==> src/rtl/tdm_pkg.sv <==
// tdm_pkg: shared TDM frame geometry, FSM state type and slot helper
package tdm_pkg;
  localparam int SLOTS = 8;
  localparam int SLOT_BITS = 32;
  localparam int FRAME_BITS = 256;
  localparam int CNT_W = $clog2(FRAME_BITS);
  typedef enum logic {IDLE, RUN} state_e;
  function automatic int slot_msb(input int slot);
    return FRAME_BITS - 1 - slot * SLOT_BITS;
  endfunction
endpackage

==> src/rtl/p2tdm_if.sv <==
// p2tdm_if: parallel frame input, bit strobe and serial/status outputs of p2tdm
interface p2tdm_if;
  import tdm_pkg::*;
  logic bitEn;
  logic tdmPdataValid;
  logic [FRAME_BITS-1:0] tdmPdata;
  logic tdmSdata;
  logic tdmFsync;
  logic frameStart;
  logic underrun;
  logic overflow;
  modport master(output bitEn, tdmPdataValid, tdmPdata,
                 input tdmSdata, tdmFsync, frameStart, underrun, overflow);
  modport slave(input bitEn, tdmPdataValid, tdmPdata,
                output tdmSdata, tdmFsync, frameStart, underrun, overflow);
endinterface

==> src/rtl/tdm_frame_shifter.sv <==
// tdm_frame_shifter: frame shift register, bit counter and registered serial bit
module tdm_frame_shifter import tdm_pkg::*; #(
  parameter int W = FRAME_BITS
) (
  input  logic                 clk,
  input  logic                 rst,
  input  logic                 load_i,
  input  logic                 adv_i,
  input  logic [W-1:0]         src_i,
  output logic                 sdata_o,
  output logic [$clog2(W)-1:0] cnt_o
);
  localparam int CW = $clog2(W);
  logic [W-1:0] shift_q, shift_d;
  logic [CW-1:0] cnt_q, cnt_d;
  logic sdata_q;
  always_comb begin
    shift_d = load_i ? src_i : adv_i ? shift_q << 1 : shift_q;
    cnt_d = load_i ? '0 : adv_i ? cnt_q + CW'(1) : cnt_q;
  end
  // serial bit is the MSB of the next shifter value, so bit 0 appears on the load edge
  always_ff @(posedge clk) begin
    if (rst) begin
      shift_q <= '0;
      cnt_q <= '0;
      sdata_q <= 1'b0;
    end else begin
      shift_q <= shift_d;
      cnt_q <= cnt_d;
      if (load_i || adv_i) sdata_q <= shift_d[W-1];
    end
  end
  assign sdata_o = sdata_q;
  assign cnt_o = cnt_q;
endmodule

==> src/rtl/p2tdm.sv <==
// p2tdm: parallel-to-TDM serializer with one-frame holding buffer and frame sync
module p2tdm import tdm_pkg::*; #(
  parameter int SLOTS = tdm_pkg::SLOTS,
  parameter int SLOT_BITS = tdm_pkg::SLOT_BITS,
  parameter bit FS_EARLY = 1'b0
) (
  input logic     clk,
  input logic     rst,
  p2tdm_if.slave  bus
);
  state_e state_q, state_d;
  logic [FRAME_BITS-1:0] hold_q, src;
  logic [CNT_W-1:0] cnt;
  logic pending_q, pending_d, load, adv, none, fsync_d;
  logic fsync_q, fs_q, ur_q, ov_q;
  // a write on the boundary bitEn bypasses the holding buffer and wins over it
  always_comb begin
    load = bus.bitEn && (state_q == RUN ? &cnt : (pending_q || bus.tdmPdataValid));
    adv = bus.bitEn && state_q == RUN && !load;
    none = !bus.tdmPdataValid && !pending_q;
    src = bus.tdmPdataValid ? bus.tdmPdata : pending_q ? hold_q : '0;
    pending_d = load ? 1'b0 : bus.tdmPdataValid || pending_q;
    state_d = load ? RUN : state_q;
    fsync_d = FS_EARLY ? adv && cnt == CNT_W'(FRAME_BITS - 2) : load;
  end
  always_ff @(posedge clk) begin
    if (rst) begin
      state_q <= IDLE;
      hold_q <= '0;
      pending_q <= 1'b0;
      fsync_q <= 1'b0;
      fs_q <= 1'b0;
      ur_q <= 1'b0;
      ov_q <= 1'b0;
    end else begin
      state_q <= state_d;
      pending_q <= pending_d;
      if (bus.tdmPdataValid) hold_q <= bus.tdmPdata;
      if (load || adv) fsync_q <= fsync_d;
      fs_q <= load;
      ur_q <= load && none;
      ov_q <= bus.tdmPdataValid && pending_q && !load;
    end
  end
  tdm_frame_shifter #(.W(SLOTS * SLOT_BITS)) u_shifter (
    .clk(clk),
    .rst(rst),
    .load_i(load),
    .adv_i(adv),
    .src_i(src),
    .sdata_o(bus.tdmSdata),
    .cnt_o(cnt)
  );
  assign bus.tdmFsync = fsync_q;
  assign bus.frameStart = fs_q;
  assign bus.underrun = ur_q;
  assign bus.overflow = ov_q;
endmodule

==> src/flat_wrapper.sv <==
// flat-port wrapper written by rule: the top's interface ports become plain ports
module p2tdm_flat import tdm_pkg::*;
#(
  parameter int SLOTS = tdm_pkg::SLOTS,
  parameter int SLOT_BITS = tdm_pkg::SLOT_BITS,
  parameter bit FS_EARLY = 1'b0
)
  (clk, rst, bus_bitEn, bus_tdmPdataValid, bus_tdmPdata, bus_tdmSdata, bus_tdmFsync, bus_frameStart, bus_underrun, bus_overflow);
  p2tdm_if bus_i ();
  input logic clk;
  input logic rst;
  input wire logic [$bits(bus_i.bitEn)-1:0] bus_bitEn;
  input wire logic [$bits(bus_i.tdmPdataValid)-1:0] bus_tdmPdataValid;
  input wire logic [$bits(bus_i.tdmPdata)-1:0] bus_tdmPdata;
  output wire logic [$bits(bus_i.tdmSdata)-1:0] bus_tdmSdata;
  output wire logic [$bits(bus_i.tdmFsync)-1:0] bus_tdmFsync;
  output wire logic [$bits(bus_i.frameStart)-1:0] bus_frameStart;
  output wire logic [$bits(bus_i.underrun)-1:0] bus_underrun;
  output wire logic [$bits(bus_i.overflow)-1:0] bus_overflow;
  assign bus_i.bitEn = bus_bitEn;
  assign bus_i.tdmPdataValid = bus_tdmPdataValid;
  assign bus_i.tdmPdata = bus_tdmPdata;
  assign bus_tdmSdata = bus_i.tdmSdata;
  assign bus_tdmFsync = bus_i.tdmFsync;
  assign bus_frameStart = bus_i.frameStart;
  assign bus_underrun = bus_i.underrun;
  assign bus_overflow = bus_i.overflow;
  p2tdm #(.SLOTS(SLOTS), .SLOT_BITS(SLOT_BITS), .FS_EARLY(FS_EARLY)) u_core (.clk(clk), .rst(rst), .bus(bus_i));
endmodule
==> config.mk <==
export PLATFORM = sky130hd
export DESIGN_NAME = p2tdm_flat
export DESIGN_NICKNAME = d
export VERILOG_FILES = /design/src/rtl/tdm_pkg.sv /design/src/rtl/p2tdm_if.sv /design/src/rtl/tdm_frame_shifter.sv /design/src/rtl/p2tdm.sv /design/src/flat_wrapper.sv
export SDC_FILE = /design/constraint.sdc
export NUM_CORES = 1
export LEC_CHECK = 0
export ABC_AREA = 1
export BUFFER_PORTS_ARGS = -buffer_cell sky130_fd_sc_hd__buf_2
export CORE_MARGIN = 4
export CORE_UTILIZATION = 45
export CTS_BUF_LIST = sky130_fd_sc_hd__clkbuf_8 sky130_fd_sc_hd__clkbuf_16
export CTS_CLUSTER_SIZE = 10
export DETAILED_ROUTE_END_ITERATION = 6
export GPL_TIMING_DRIVEN = 1
export PLACE_DENSITY_LB_ADDON = 0.05
export SLEW_MARGIN = 0
export SYNTH_ARGS = -nofsm -noshare
export SYNTH_HDL_FRONTEND = slang
export SYNTH_SLANG_ARGS = --single-unit
==> constraint.sdc <==
create_clock -name clk -period 2.3 [get_ports clk]
set_clock_uncertainty 0.2 [all_clocks]
set_input_delay 0.46 -clock clk [delete_from_list [all_inputs] [get_ports clk]]
set_output_delay 0.46 -clock clk [all_outputs]
set_load 0.05 [all_outputs]
==> results of run 1 <==
through the flow:
stage	cell area (um2)	worst slack, ns
global route	27800	0.00319
global placement	23900	0.133
CTS	27700	0.0263
detailed placement	23900	0.0674
floorplan	22100	0.479
finish	27800	0.133
logic make-up (layout without fill, tap and decap cells):
kind of cell    Yosys count  in the layout
compound gates          520            520
xor+xnor                  2              2
fa+ha+maj                 1              1
buf+inv                 500            888
flops                   527            527
simple gates           1587           1588
layout by cell type (no fill, tap or decap), drive strengths merged:
cell         synthesis  final
nand4                3      3
nor3                 4      4
a21oi              264    264
o21ai                4      4
nor2                11     11
inv                273    281
buf                135    319
dlygate4sd3          0    221
nor3b                1      1
dfxtp              527    527
nand2             1303   1304
ha                   1      1
nand3              265    265
clkbuf              91     65
xor2                 2      2
o22ai              251    251
clkinv               1      2
o31ai                1      1
cell type report:
class,instances,area (um2)
Clock buffer,62,1540
Clock inverter,9,35.0
Fill cell,4442,20400
Inverter,274,1070
Multi-Input combinational cell,2111,9360
Sequential cell,527,10600
Tap cell,656,821
Timing Repair Buffer,543,4380
worst max path at each step:
stage                                         start                             to  slack, ns  cells after the start
after floorplan                   bus_tdmPdataValid   u_core.u_shifter.shift_q[88]       0.48                     12
after global placement    u_core.u_shifter.cnt_o[0]  u_core.u_shifter.shift_q[202]       0.13                     10
after detailed placement  u_core.u_shifter.cnt_o[0]   u_core.u_shifter.shift_q[81]       0.07                     10
after CTS                 u_core.u_shifter.cnt_o[1]   u_core.u_shifter.shift_q[81]       0.03                     10
after global routing      u_core.u_shifter.cnt_o[0]  u_core.u_shifter.shift_q[188]      0.003                     10
final                             bus_tdmPdataValid  u_core.u_shifter.shift_q[142]       0.13                      9
per-layer routing:
layer  track usage [%]  vias to the layer above  wire length (um)
met3              2.82                       91              2600
met5                 0                        -                 0
met1              30.6                     9628             29400
met4              6.81                        0              1550
li1                  -                    10800                 -
met2              38.6                      467             28800
worst reg2reg max path, stage by stage, from the launching register on:
cell	delay, ns
dfxtp_1	0.36
ha_1	0.21
nand2_1	0.07
nor2_1	0.15
nand2_2	0.15
nand2_2	0.13
nand2_4	0.10
clkinv_8	0.20
buf_4	0.29
nand3_1	0.12
nand2_1	0.08
synth_stat cells:
master    number  share of area (%)
nor2_4         1              0.051
nand2_2        4               0.11
buf_6         21                1.1
a21oi_1      264                6.0
nand2_1     1297                 22
nand3_2       10               0.45
inv_2          3              0.051
xor2_1         2              0.079
ha_1           1              0.057
nand4_1        3              0.085
nand3_1      255                5.8
dfxtp_1      527                 48
nor3b_1        1              0.034
nand2_4        2               0.10
buf_8          3               0.20
nor2_1        10               0.17
buf_1         10               0.17
nor3_1         4              0.091
inv_1        270                4.6
clkinv_1       1              0.017
o22ai_1      251                7.1
buf_2        100                2.3
buf_12         1              0.091
clkbuf_1      91                1.5
o31ai_1        1              0.034
o21ai_0        4              0.091
power by group:
part	switching (mW)	internal (mW)	leakage, nW
clock network	3.50	4.65	0.805
logic	1.58	1.01	7.49
registers	0.104	9.53	4.30
what timing repair did:
item                       4_1_cts  5_1_grt
setup buffers                    0        1
hold endpoints to repair       319        0
hold buffers                   221        0
setup endpoints to repair        0      189
gates resized for setup          0        8
==> results.ini, run 1 <==
[status]
status=finished, final reports clean

[floorplanning]
die_x_um=230
ioPinCount=265
core_area_mm2=0.0481
placementRows=80
die_height_um=230
initial_core_util_pct=45.9
die-area_mm2=0.0527

[job]
drv_cap=0

[clock_tree]
clock_latency_ns=0.60
cts_max_path_buffers=3
htree_levels=2
cts-root-buf=clkbuf_16
cts_tree=done
numCtsBuffers=59
cts_sinks=527
clk_pin_slew_ns=0.05

[yosys]
synth_compound_area_share_pct=13.2
synth_fa_ha_area_share_pct=0.0566
synth_simple_gate_area_share_pct=28.9
synthMuxAreaShare_pct=0
yosys_warnings=0
syn_avg_cell_area_um2=7.04
synth_top_family_by_area=simple AND/OR/NAND/NOR gates
synth_area_mm2=0.0221
synth_xor_area_share_pct=0.0793
synthCells=3137
ys_seq_elements=527
ys_seq_area_share_pct=47.7
synth.distinct_cells=26
synth_nets=3398

[global_routing]
antenna_found_initial=0
grt-ovfl-total=0
grtUsageTotal_pct=22.8
grt_max_degree=93
grt_pass1_wl_mm=101
first_global_vias=20200

[layout]
areaGrowthSynthToFinish_pct=25.6
nets=3777
final_core_util_pct=57.7
drive_gt1_share_pct=11.6
instances_no_fill=4182
diodes=0

[worst_setup_path]
r2r_cells=10
worstPathBufferInverterCount=5
critPathCaptureType=flip-flop
crit_path_cell_trace=dlygate4sd3_1 -> clkbuf_8 -> buf_4 -> buf_12 -> buf_12 -> nand2_1 -> a21oi_1 -> nand3_1 -> nand2_1
r2r_end=u_core.u_shifter.shift_q[21]
critical_path.max_fanout=77
worstSetupPathType=in -> reg
worstPathRequired_ns=2.64
cp.arrival_ns=2.51
cp_slowest_stage_delay_ns=0.57
reg2reg_slack_ns=0.20
critPathLaunchType=input port
r2r_start=u_core.u_shifter.cnt_o[1]
crit_family=buffers and inverters
crit_slowest_cell=dlygate4sd3_1

[sta]
worstMarginPinSlew_ns=0.493
hold_viol=0
relSlewSlack_pct=67.1
setup_viol=0
slew_violations=0
grt_setup_unrepaired=no
fin_crit_ns=2.17
whs_ns=0.0185
timing.final.crit_share_pct=94.2
tns_ns=0
fmax_ghz=0.462

[detailed_routing]
dr.pass1.iters=5
wirelength_mm=62.4
vias=21000
vias_per_cell=5.01
drc=0
first_iter_violations=1207
ant_nets=0
post_drt_wl_per_cell_um=14.9

[place]
hpwl_mm=37.0
dpl.cell_count=3887
portBuffers=264
gp_congestion=0.777

[power_and_ir_drop]
p_leak_nw=12.6
peakVddDrop_mv=0.522
cellPowerDensity_mw_per_mm2=734
power_mw=20.4

[hold_path]
worstHoldEndpoint=u_core.hold_q[148]
min_path_cells=3
hp-class=in -> reg
min-delay-start=bus_tdmPdata[148]

(Power assumes the default switching activity.)
==> inputs of run 2 (changes only) <==
--- a/config.mk
+++ b/config.mk
@@ -5,7 +5,6 @@
 export SDC_FILE = /design/constraint.sdc
 export NUM_CORES = 1
 export LEC_CHECK = 0
-export ABC_AREA = 1
 export BUFFER_PORTS_ARGS = -buffer_cell sky130_fd_sc_hd__buf_2
 export CORE_MARGIN = 4
 export CORE_UTILIZATION = 45
@@ -13,6 +12,7 @@
 export CTS_CLUSTER_SIZE = 10
 export DETAILED_ROUTE_END_ITERATION = 6
 export GPL_TIMING_DRIVEN = 1
+export HOLD_SLACK_MARGIN = 0.05
 export PLACE_DENSITY_LB_ADDON = 0.05
 export SLEW_MARGIN = 0
 export SYNTH_ARGS = -nofsm -noshare
==> results.ini, run 2 <==
[worst_setup_path]
r2r_start=u_core.u_shifter.cnt_o[1]
reg2reg_slack_ns=0.15  ; -0.05 ns
critPathCapture=u_core.u_shifter.shift_q[138]
r2r_cells=7  ; -3
cp.arrival_ns=2.40  ; -0.11 ns
crit_path_cell_trace=ha_2 -> nand4_1 -> buf_4 -> o21ai_4 -> buf_12 -> buf_12 -> o221ai_1
cp_slowest_stage_delay_ns=0.37  ; -0.20 ns
crit_start=u_core.u_shifter.cnt_o[1]
crit_slowest_cell=dfxtp_1
critical_path.max_fanout=40  ; -48%
critPathCaptureType=flip-flop
crit_family=buffers and inverters
crit_top_cell=buf_12
cp_num_cells=7  ; -2
worstPathRequired_ns=2.55  ; -0.09 ns
worstPathBufferInverterCount=3  ; -2
critPathLaunchType=flip-flop
r2r_end=u_core.u_shifter.shift_q[138]
worstSetupPathType=reg -> reg

[clock_tree]
cts_max_path_buffers=3  ; unchanged
clock_latency_ns=0.60  ; about the same
clk_pin_slew_ns=0.05  ; about the same
cts_tree=done
numCtsBuffers=59  ; unchanged
htree_levels=2  ; unchanged
cts_sinks=526  ; -0.19%
cts-root-buf=clkbuf_16

[yosys]
synth-main-ff-cell=dfxtp_1
async_flop_share_pct=0  ; unchanged
synth.distinct_cells=38  ; +46%
netlist_top_cells_area=dfxtp_1 (46%), mux2i_1 (10%), o221ai_1 (8.6%)
syn_avg_cell_area_um2=9.53  ; +35%
synthCells=2414  ; -23%
ys_seq_area_share_pct=45.8  ; -2.0 points
yosysMostFrequentCell=dfxtp_1
synth_edf_count=0  ; unchanged
synth_area_mm2=0.0230  ; +4.1%
yosysTopAreaCell=dfxtp_1
synth_common_cells=dfxtp_1 (526), nand2b_1 (248), nor2_1 (239), mux2i_1 (235), nand4_1 (228)
ys_seq_elements=526  ; -0.19%
synth_nets=2675  ; -21%
synth_top_area_share_pct=45.8  ; -2.0 points
yosys_warnings=0  ; unchanged

[sta]
grt_setup_unrepaired=yes
tns_ns=0  ; unchanged
timing.final.crit_share_pct=93.6  ; -0.56 points
setup_viol=0  ; unchanged
fmax_ghz=0.464  ; +0.60%
relSlewSlack_pct=53.1  ; -14 points
whs_ns=0.112  ; +0.0938 ns
fin_crit_ns=2.15  ; -0.0129 ns
slew_violations=0  ; unchanged
hold_viol=0  ; unchanged
worstMarginPinSlew_ns=0.701  ; +0.208 ns

[status]
status=finished, final reports clean

[global_routing]
grtUsageTotal_pct=22.0  ; -0.76 points
antenna_found_initial=3  ; +3
grt_max_degree=84  ; -9.7%
grt_pass1_wl_mm=101  ; -0.78%
grt-ovfl-total=0  ; unchanged
first_global_vias=19500  ; -3.8%

[floorplanning]
ioPinCount=265  ; unchanged
placementRows=82  ; +2.5%
core_area_mm2=0.0504  ; +4.6%
initial_core_util_pct=45.7  ; -0.23 points
die-area_mm2=0.0548  ; +4.0%
die_height_um=234  ; +2.0%
die_x_um=234  ; +2.0%

[layout]
final_common_cell=dfxtp_1
nets=3096  ; -18%
drive_gt1_share_pct=14.9  ; +3.4 points
fill_cells=4302  ; -3.2%
areaGrowthSynthToFinish_pct=28.0
final_cell_mix=dfxtp_1 (525), dlygate4sd3_1 (263), buf_2 (262), nand2b_1 (248), nor2_1 (239)
top_register=u_core.hold_q
largest_reg_flops=256
instances_no_fill=3519  ; -16%

[detailed_routing]
drc=0  ; unchanged
wirelength_mm=63.0  ; +1.0%
post_drt_wl_per_cell_um=17.9  ; +20%
vias=19900  ; -5.2%
first_iter_violations=1111  ; -8.0%
vias_per_cell=5.65  ; +13%
ant_nets=0  ; unchanged
dr.pass1.iters=5  ; unchanged

[place]
gp_congestion=0.791  ; +1.8%
hpwl_mm=37.5  ; +1.3%
dpl.cell_count=3180  ; -18%
portBuffers=264  ; unchanged

[hold_path]
hp-class=in -> reg

[power_and_ir_drop]
cellPowerDensity_mw_per_mm2=707  ; -3.7%
p_leak_nw=12.7  ; +0.46%
peakVddDrop_mv=0.532  ; +1.8%

[job]
drv_cap=0  ; unchanged

## run 2: cell count changes after synthesis, moves of 229 or more
cell	previous run	this run
nand2_1	1297	51
inv_1	270	3
nand3_1	255	3
o22ai_1	251	1
nand2b_1	0	248
mux2i_1	0	235
nor2_1	10	239
## run 2: worst min path at each step
| stage | startpoint | end | slack (ns) | depth (start not counted) |
|---|---|---|---|---|
| finish | rst | u_core.bus.frameStart | 0.11 | 2 |
| global route | rst | u_core.bus.frameStart | 0.10 | 2 |
| CTS | rst | u_core.bus.frameStart | 0.06 | 2 |
| detailed placement | u_core.bus.tdmFsync | u_core.bus.tdmFsync | 0.25 | 2 |
| global placement | u_core.bus.tdmFsync | u_core.bus.tdmFsync | 0.25 | 2 |
| floorplan | u_core.u_shifter.shift_q[225] | u_core.u_shifter.shift_q[225] | 0.23 | 2 |
## run 2: worst register-to-register path, delay by kind of cell (launching register included)
kind	cells	cell delay, ns
AO/OA/AOI/OAI	2	0.37
adder cells (fa/ha/maj)	1	0.25
flip-flops	1	0.37
AND/OR/NAND/NOR	1	0.18
buffers and inverters	3	0.66
## run 2: timing repair
item / 4_1_cts / 5_1_grt
setup buffers: 0 / 2
endpoints found under the hold margin: 423 / 0
hold buffers: 263 / 0
endpoints found under the setup margin: 0 / 150
gates resized for setup: 0 / 2
## run 2: kinds of logic (layout without fill, tap and decap cells)
kind of cell / count (synthesis) / in the layout / share of synthesized area (%)
AO/OA/AOI/OAI: 568 / 568 / 19.0
XOR/XNOR: 5 / 5 / 0.190
adder cells (fa/ha/maj): 1 / 1 / 0.0544
buffers and inverters: 261 / 692 / 5.46
flip-flops: 526 / 526 / 45.8
multiplexers: 235 / 235 / 10.2
other: 0 / 2 / 0
AND/OR/NAND/NOR: 818 / 818 / 19.3
## run 2: cell type report
cell class	instances	area (um2)	share of cell area (%)
multi-input cells	1627	11200	38.2
flip-flops and latches	526	10500	35.8
repair buffers	618	5230	17.8
clock buffers	61	1530	5.19
well taps	672	841	2.86
clock inverters	10	41.3	0.140
inverters	3	11.3	0.0383
diodes	2	5.00	0.0170
## run 2: metal layers
layer	vias up	part of all wire, %	track usage (%)
met1	9511	45	29.4
li1	9771	-	-
met5	-	0.011	0
met2	462	47	36.6
met3	121	4.7	3.41
met4	2	2.7	7.39
## run 2: through the flow
step / setup WS [ns] / area [um2] / power, mW / utilization [%]
2_1_floorplan: 0.427 / 23000 / 11.6 / -
3_3_place_gp: 0.0989 / 25200 / 12.4 / 50.0
3_5_place_dp: 0.0571 / 25200 / 12.5 / 50.0
4_1_cts: 0.0183 / 29400 / 21.0 / 58.3
5_1_grt: 0.00147 / 29400 / 21.7 / 58.4
6_report: 0.146 / 29400 / 20.8 / 58.4
## run 2: power breakdown
part           total (mW)  internal, mW  leakage [nW]  switching (mW)
logic                3.02          1.42          7.56            1.61
registers            9.66          9.54          4.30           0.127
clock network        8.12          4.62         0.800            3.50
